`src/rtl/voice_table_if.sv`:
```
// Message bus from the SPI MIDI decoder plus the voice scan stream toward the
// NCO/envelope pipeline; slave is the voice table, master is its environment.
interface voice_table_if #(
    parameter int VOICE_W  = 4,
    parameter int TUNING_W = 32,
    parameter int VEL_W    = 7
);
    logic                i_SPI_note_status;
    logic [7:0]          i_SPI_voice_index;
    logic [TUNING_W-1:0] i_SPI_tuning_code;
    logic [VEL_W-1:0]    i_SPI_velocity;
    logic                i_SPI_flag;
    logic                o_voice_valid;
    logic                i_voice_ready;
    logic [VOICE_W-1:0]  o_voice_index;
    logic                o_frame_start;
    logic                o_gate;
    logic                o_retrigger;
    logic [TUNING_W-1:0] o_tuning_code;
    logic [VEL_W-1:0]    o_velocity;
    logic [VOICE_W:0]    o_active_count;
    logic                o_drop;

    modport slave (
        input  i_SPI_note_status, i_SPI_voice_index, i_SPI_tuning_code,
               i_SPI_velocity, i_SPI_flag, i_voice_ready,
        output o_voice_valid, o_voice_index, o_frame_start, o_gate,
               o_retrigger, o_tuning_code, o_velocity, o_active_count, o_drop
    );

    modport master (
        output i_SPI_note_status, i_SPI_voice_index, i_SPI_tuning_code,
               i_SPI_velocity, i_SPI_flag, i_voice_ready,
        input  o_voice_valid, o_voice_index, o_frame_start, o_gate,
               o_retrigger, o_tuning_code, o_velocity, o_active_count, o_drop
    );
endinterface

```
`src/rtl/voice_table.sv`:
```
// Per-voice note state fed by the MIDI decoder, scanned round-robin onto a
// valid/ready stream, one voice per transfer.
module voice_table #(
    parameter int NUM_VOICES = 16,
    parameter int VOICE_W    = 4,
    parameter int TUNING_W   = 32,
    parameter int VEL_W      = 7
) (
    input logic          i_clk,
    input logic          i_reset,
    voice_table_if.slave bus
);
    typedef enum logic {S_IDLE, S_PRESENT} state_t;

    typedef struct packed {
        logic                gate;
        logic                retrig;
        logic [TUNING_W-1:0] tuning;
        logic [VEL_W-1:0]    vel;
    } voice_word_t;

    state_t              r_state, w_state_nxt;
    logic                w_load;
    logic                r_flag_d;
    logic [NUM_VOICES-1:0] r_gate, r_retrig;
    logic [TUNING_W-1:0] r_tuning [NUM_VOICES];
    logic [VEL_W-1:0]    r_vel    [NUM_VOICES];
    logic [VOICE_W-1:0]  r_ptr, r_idx;
    logic                r_valid, r_frame, r_drop;
    logic [VOICE_W:0]    r_count;
    voice_word_t         r_word;

    // One event per flag high period, no matter how long the decoder holds it
    logic               w_event, w_in_range, w_on, w_off, w_cur_gate;
    logic [VOICE_W-1:0] w_vidx;
    assign w_event    = bus.i_SPI_flag & ~r_flag_d;
    assign w_in_range = 32'(bus.i_SPI_voice_index) < NUM_VOICES;
    assign w_vidx     = VOICE_W'(bus.i_SPI_voice_index);
    assign w_on       = w_event & w_in_range & bus.i_SPI_note_status;
    assign w_off      = w_event & w_in_range & ~bus.i_SPI_note_status;
    assign w_cur_gate = r_gate[w_vidx];

    always_ff @(posedge i_clk or negedge i_reset) begin
        if (!i_reset) r_state <= S_IDLE;
        else          r_state <= w_state_nxt;
    end

    always_comb begin
        w_state_nxt = r_state;
        w_load      = 1'b0;
        case (r_state)
            S_IDLE:    w_state_nxt = S_PRESENT;
            S_PRESENT: w_load      = ~r_valid | bus.i_voice_ready;
            default:   w_state_nxt = S_IDLE;
        endcase
    end

    // Retrigger clear on load comes first so a same-cycle note-on set wins
    always_ff @(posedge i_clk or negedge i_reset) begin
        if (!i_reset) begin
            r_flag_d <= 1'b0;
            r_gate   <= '0;
            r_retrig <= '0;
            r_count  <= '0;
            r_drop   <= 1'b0;
            for (int i = 0; i < NUM_VOICES; i++) begin
                r_tuning[i] <= '0;
                r_vel[i]    <= '0;
            end
        end else begin
            r_flag_d <= bus.i_SPI_flag;
            if (w_load) r_retrig[r_ptr] <= 1'b0;
            if (w_on) begin
                r_gate[w_vidx]   <= 1'b1;
                r_retrig[w_vidx] <= 1'b1;
                r_tuning[w_vidx] <= bus.i_SPI_tuning_code;
                r_vel[w_vidx]    <= bus.i_SPI_velocity;
            end
            if (w_off) r_gate[w_vidx] <= 1'b0;
            if (w_on && !w_cur_gate)
                r_count <= r_count + (VOICE_W+1)'(1);
            else if (w_off && w_cur_gate)
                r_count <= r_count - (VOICE_W+1)'(1);
            if (w_event && !w_in_range) r_drop <= 1'b1;
        end
    end

    always_ff @(posedge i_clk or negedge i_reset) begin
        if (!i_reset) begin
            r_ptr   <= '0;
            r_idx   <= '0;
            r_valid <= 1'b0;
            r_frame <= 1'b0;
            r_word  <= '0;
        end else if (w_load) begin
            r_valid <= 1'b1;
            r_idx   <= r_ptr;
            r_frame <= (r_ptr == '0);
            r_word  <= '{gate: r_gate[r_ptr], retrig: r_retrig[r_ptr],
                         tuning: r_tuning[r_ptr], vel: r_vel[r_ptr]};
            r_ptr   <= (r_ptr == VOICE_W'(NUM_VOICES-1)) ? '0 : r_ptr + VOICE_W'(1);
        end
    end

    assign bus.o_voice_valid  = r_valid;
    assign bus.o_voice_index  = r_idx;
    assign bus.o_frame_start  = r_frame;
    assign bus.o_gate         = r_word.gate;
    assign bus.o_retrigger    = r_word.retrig;
    assign bus.o_tuning_code  = r_word.tuning;
    assign bus.o_velocity     = r_word.vel;
    assign bus.o_active_count = r_count;
    assign bus.o_drop         = r_drop;
endmodule
```
`src/flat_wrapper.sv`:
```
// flat-port wrapper written by rule: the top's interface ports become plain ports
module voice_table_flat 
#(
    parameter int NUM_VOICES = 16,
    parameter int VOICE_W    = 4,
    parameter int TUNING_W   = 32,
    parameter int VEL_W      = 7
)
  (i_clk, i_reset, bus_i_SPI_note_status, bus_i_SPI_voice_index, bus_i_SPI_tuning_code, bus_i_SPI_velocity, bus_i_SPI_flag, bus_i_voice_ready, bus_o_voice_valid, bus_o_voice_index, bus_o_frame_start, bus_o_gate, bus_o_retrigger, bus_o_tuning_code, bus_o_velocity, bus_o_active_count, bus_o_drop);
  voice_table_if #(.VOICE_W(VOICE_W), .TUNING_W(TUNING_W), .VEL_W(VEL_W)) bus_i ();
  input logic i_clk;
  input logic i_reset;
  input wire logic [$bits(bus_i.i_SPI_note_status)-1:0] bus_i_SPI_note_status;
  input wire logic [$bits(bus_i.i_SPI_voice_index)-1:0] bus_i_SPI_voice_index;
  input wire logic [$bits(bus_i.i_SPI_tuning_code)-1:0] bus_i_SPI_tuning_code;
  input wire logic [$bits(bus_i.i_SPI_velocity)-1:0] bus_i_SPI_velocity;
  input wire logic [$bits(bus_i.i_SPI_flag)-1:0] bus_i_SPI_flag;
  input wire logic [$bits(bus_i.i_voice_ready)-1:0] bus_i_voice_ready;
  output wire logic [$bits(bus_i.o_voice_valid)-1:0] bus_o_voice_valid;
  output wire logic [$bits(bus_i.o_voice_index)-1:0] bus_o_voice_index;
  output wire logic [$bits(bus_i.o_frame_start)-1:0] bus_o_frame_start;
  output wire logic [$bits(bus_i.o_gate)-1:0] bus_o_gate;
  output wire logic [$bits(bus_i.o_retrigger)-1:0] bus_o_retrigger;
  output wire logic [$bits(bus_i.o_tuning_code)-1:0] bus_o_tuning_code;
  output wire logic [$bits(bus_i.o_velocity)-1:0] bus_o_velocity;
  output wire logic [$bits(bus_i.o_active_count)-1:0] bus_o_active_count;
  output wire logic [$bits(bus_i.o_drop)-1:0] bus_o_drop;
  assign bus_i.i_SPI_note_status = bus_i_SPI_note_status;
  assign bus_i.i_SPI_voice_index = bus_i_SPI_voice_index;
  assign bus_i.i_SPI_tuning_code = bus_i_SPI_tuning_code;
  assign bus_i.i_SPI_velocity = bus_i_SPI_velocity;
  assign bus_i.i_SPI_flag = bus_i_SPI_flag;
  assign bus_i.i_voice_ready = bus_i_voice_ready;
  assign bus_o_voice_valid = bus_i.o_voice_valid;
  assign bus_o_voice_index = bus_i.o_voice_index;
  assign bus_o_frame_start = bus_i.o_frame_start;
  assign bus_o_gate = bus_i.o_gate;
  assign bus_o_retrigger = bus_i.o_retrigger;
  assign bus_o_tuning_code = bus_i.o_tuning_code;
  assign bus_o_velocity = bus_i.o_velocity;
  assign bus_o_active_count = bus_i.o_active_count;
  assign bus_o_drop = bus_i.o_drop;
  voice_table #(.NUM_VOICES(NUM_VOICES), .VOICE_W(VOICE_W), .TUNING_W(TUNING_W), .VEL_W(VEL_W)) u_core (.i_clk(i_clk), .i_reset(i_reset), .bus(bus_i));
endmodule
```
`config.mk`:
```
export PLATFORM = sky130hd
export DESIGN_NAME = voice_table_flat
export DESIGN_NICKNAME = d
export VERILOG_FILES = /design/src/rtl/voice_table_if.sv /design/src/rtl/voice_table.sv /design/src/flat_wrapper.sv
export SDC_FILE = /design/constraint.sdc
export NUM_CORES = 1
export LEC_CHECK = 0
export CAP_MARGIN = 5
export CORE_MARGIN = 4
export CORE_UTILIZATION = 66
export CTS_CLUSTER_DIAMETER = 200
export DETAILED_ROUTE_END_ITERATION = 7
export PLACE_DENSITY = 0.85
export SLEW_MARGIN = 20
export SYNTH_ARGS = -nofsm -noshare
export SYNTH_HDL_FRONTEND = slang
export SYNTH_SLANG_ARGS = --single-unit
```
`constraint.sdc`:
```
create_clock -name i_clk -period 5.1 [get_ports i_clk]
set_input_delay 1.275 -clock i_clk [delete_from_list [all_inputs] [get_ports i_clk]]
set_output_delay 1.275 -clock i_clk [all_outputs]
set_load 0.02 [all_outputs]
```
==> run_results.csv <==
group,metric,value,unit
status,status,"finished clean",
run,cap_violations,0,
floorplan,core,47800,µm²
clocking,cts_resized,0,
clocking,cts_root_buffer,"clkbuf_16",
yosys,synth_edf_count,0,
route,via_count,18285,
yosys,post_synth_inst_count,2019,
clocking,cts_made_buffers,72,
clocking,tritoncts,"done",
cells_and_area,drive_gt1_share,47.3,%
route,first_pass_iters,5,
power,power.density,368,nW/µm²
sta,timing.hold.ws,0.472,ns
critical_path,crit_fanout,11,
sta,report.final.setup_viol,0,
yosys,synth.cell_area,32000,µm²
clocking,cts_max_path_buffers,3,
floorplan,io_pins,105,
clocking,cts_sinks,715,
sta,fmax,235,MHz
hold_path,hold_class,"reg2reg",
yosys,synth_seq_cells,715,
cells_and_area,synthToLayoutAreaGrowth,12.8,%
sta,slew-limit-headroom,28.5,%
grt,grt_pass1_vias,20130,
cells_and_area,final_cell_mix,"711 x dfrtp_1, 607 x mux2_2, 208 x mux4_2, 166 x nand2_1, 103 x clkdlybuf4s50_1",
power,peakVddDrop,380,µV
clocking,hold_buffers,0,
route,vias_per_cell,6.66,
grt,antenna_found_initial,4,
grt,grt_pass1_wl,118000,µm
yosys,seq_area_frac_synth,56.0,%
sta,maxSlewViolCount,0,
sta,worst_slew_pin_slew,1.07,ns
power,p_total,0.0133,W
yosys,syn-num-nets,2079,
grt,grt_util_all_layers,29.2,%
placed_design,globalplace.congestion,0.858,
sta,setup_slack,0.842,ns
route,ant_nets,0,
clocking,post_cts_buffers,0,
critical_path,worstPathRequired,5.58,ns
cells_and_area,fin_nets,2132,
clocking,clk_pin_slew_worst_paths,0.06,ns
hold_path,whs_path_depth,2,
yosys,synthFlopType,"dfrtp_1",
power,leakage,17.6,nW
sta,rsz0062_at_grt,"false",
yosys,ys_warn_count,0,
critical_path,reg2reg_depth,9,
clocking,htreeDepth,3,
yosys,synth-async-reset-ratio,100,%
sta,clock_skew,0.0137,ns
placed_design,dp.cells,2612,
cells_and_area,final_common_cell,"dfrtp_1",
sta,hold_viol,0,
grt,overflow,0,
critical_path,crit_path_end_kind,"register",
yosys,avgSynthCellArea,15.8,µm²
route,drt-initial-drc-count,1581,
route,wl_per_cell,27.1,µm
placed_design,dpl_worst_slack,0.234,ns
grt,grt_max_degree,133,
clocking,worstSkewPairLatency,0.61,ns
floorplan,die_y,228,µm
placed_design,dp_hpwl,40400,µm
route,drc,0,
critical_path,cp-start-kind,"primary input",
floorplan,die_area,52000,µm²
critical_path,crit_arrival,4.74,ns
critical_path,path_class,"in2reg",
sta,fin_setup_tns,0,ns
placed_design,port_buffers,104,
sta,fin_crit,4.26,ns
cells_and_area,instances_no_fill,2745,
route,totalWireLength,74300,µm
yosys,ys_types,47,
sta,fin_crit_sh,83.5,%
floorplan,die_width,228,µm
floorplan,start_util,66.8,%
floorplan,rows,80,
synth_stat cells (2+ instances only):
| library cell | count | share of area, % |
|---|---|---|
| xor2_1 | 2 | 0.055 |
| nor2b_1 | 3 | 0.059 |
| or2_2 | 5 | 0.098 |
| a21o_1 | 3 | 0.070 |
| xnor2_1 | 3 | 0.082 |
| nand3_1 | 3 | 0.047 |
| a21oi_1 | 3 | 0.047 |
| nor4b_1 | 2 | 0.055 |
| buf_2 | 50 | 0.78 |
| nor4_2 | 2 | 0.078 |
| buf_1 | 26 | 0.31 |
| nor3b_2 | 2 | 0.078 |
| mux2_2 | 607 | 21 |
| buf_6 | 9 | 0.32 |
| clkbuf_1 | 65 | 0.76 |
| nor2_1 | 9 | 0.11 |
| nand2b_1 | 6 | 0.12 |
| mux4_2 | 208 | 15 |
| mux2_1 | 20 | 0.70 |
| dfrtp_1 | 715 | 56 |
| o31ai_1 | 2 | 0.047 |
| buf_4 | 16 | 0.38 |
| nand3b_1 | 2 | 0.047 |
| ha_1 | 7 | 0.27 |
| nand2_1 | 178 | 2.1 |
| and2_1 | 2 | 0.039 |
| o21ai_0 | 46 | 0.72 |
| inv_1 | 4 | 0.047 |
per-layer routing:
metal | wire, µm | up-vias | track usage [%]
met5 | 12 | - | 0
met4 | 2030 | 2 | 9.05
met3 | 4120 | 166 | 5.26
met2 | 38400 | 606 | 49.3
met1 | 29700 | 9972 | 39.6
li1 | - | 7539 | -
sequential cells by signal, summed over array words and instances, names as in the netlist, named ones only:
signal	count
u_core.bus.o_velocity	7
u_core.r_ptr	4
u_core.r_state	1
u_core.bus.o_drop	1
u_core.bus.o_tuning_code	32
u_core.r_flag_d	1
u_core.bus.o_voice_index	4
u_core.r_tuning	512
u_core.bus.o_gate	1
u_core.r_gate	15
u_core.r_retrig	16
u_core.bus.o_retrigger	1
u_core.bus.o_voice_valid	1
u_core.bus.o_active_count	5
u_core.bus.o_frame_start	1
u_core.r_vel	112
layout make-up:
cell class	instances	area (µm²)
clock buffer	115	2270
antenna	2	5.00
sequential	715	17900
timing repair buffer	145	1590
inverter	4	15.0
multi-input combinational	1134	13300
fill	2758	11800
tap	615	769
clock inverter	15	186
stage by stage:
| step | cell area, µm² | utilization (%) |
|---|---|---|
| 2_1_floorplan | 32000 | - |
| 3_3_place_gp | 33600 | 70.2 |
| 3_5_place_dp | 33600 | 70.2 |
| 4_1_cts | 36000 | 75.3 |
| 5_1_grt | 36100 | 75.4 |
| 6_report | 36100 | 75.4 |
worst paths after layout:
path,startpoint,to,slack (ns)
hold / removal,u_core.bus.o_tuning_code[14]$_DFFE_PN0P_,u_core.bus.o_tuning_code[14]$_DFFE_PN0P_,0.47
max in group asynchronous,i_reset,u_core.r_tuning[364]$_DFFE_PN0P_,3.11
setup reg to reg,u_core.r_gate[6]$_DFF_PN0_,u_core.bus.o_active_count[4]$_DFFE_PN0P_,2.00
min in group asynchronous,i_reset,u_core.r_vel[19]$_DFFE_PN0P_,0.60
hold reg to reg,u_core.bus.o_tuning_code[14]$_DFFE_PN0P_,u_core.bus.o_tuning_code[14]$_DFFE_PN0P_,0.47
setup / recovery,bus_i_SPI_voice_index[2],u_core.bus.o_active_count[4]$_DFFE_PN0P_,0.84
where the power goes:
group          leakage [nW]  total (W)  internal, W  switching [W]
combinational          6.51    0.00168     0.000780       0.000901
clock                  1.21    0.00545      0.00325        0.00220
sequential             9.92    0.00614      0.00581       0.000326
kinds of logic (layout without fill, tap and decap cells):
logic type,after synthesis,after routing,share of synthesized area [%]
muxes,838,838,36.9
DFF,715,715,56.0
and+or+nand+nor,222,222,3.01
buffers and inverters,170,279,2.59
AOI/OAI and AO/OA,60,60,1.05
adders and majority gates,8,8,0.337
xor gates and xnor gates,5,5,0.137
other,1,3,0.0117
critical path, cell delays in order:
cell,delay (ns)
clkdlybuf4s50_1,0.78
mux4_1,0.65
a22oi_1,0.29
nand4_1,0.26
fa_1,0.47
a21o_1,0.17
a21oi_1,0.28
nor4b_1,0.34
nor4_2,0.07
xnor2_1,0.14
Power figures use the tool's default switching activity.
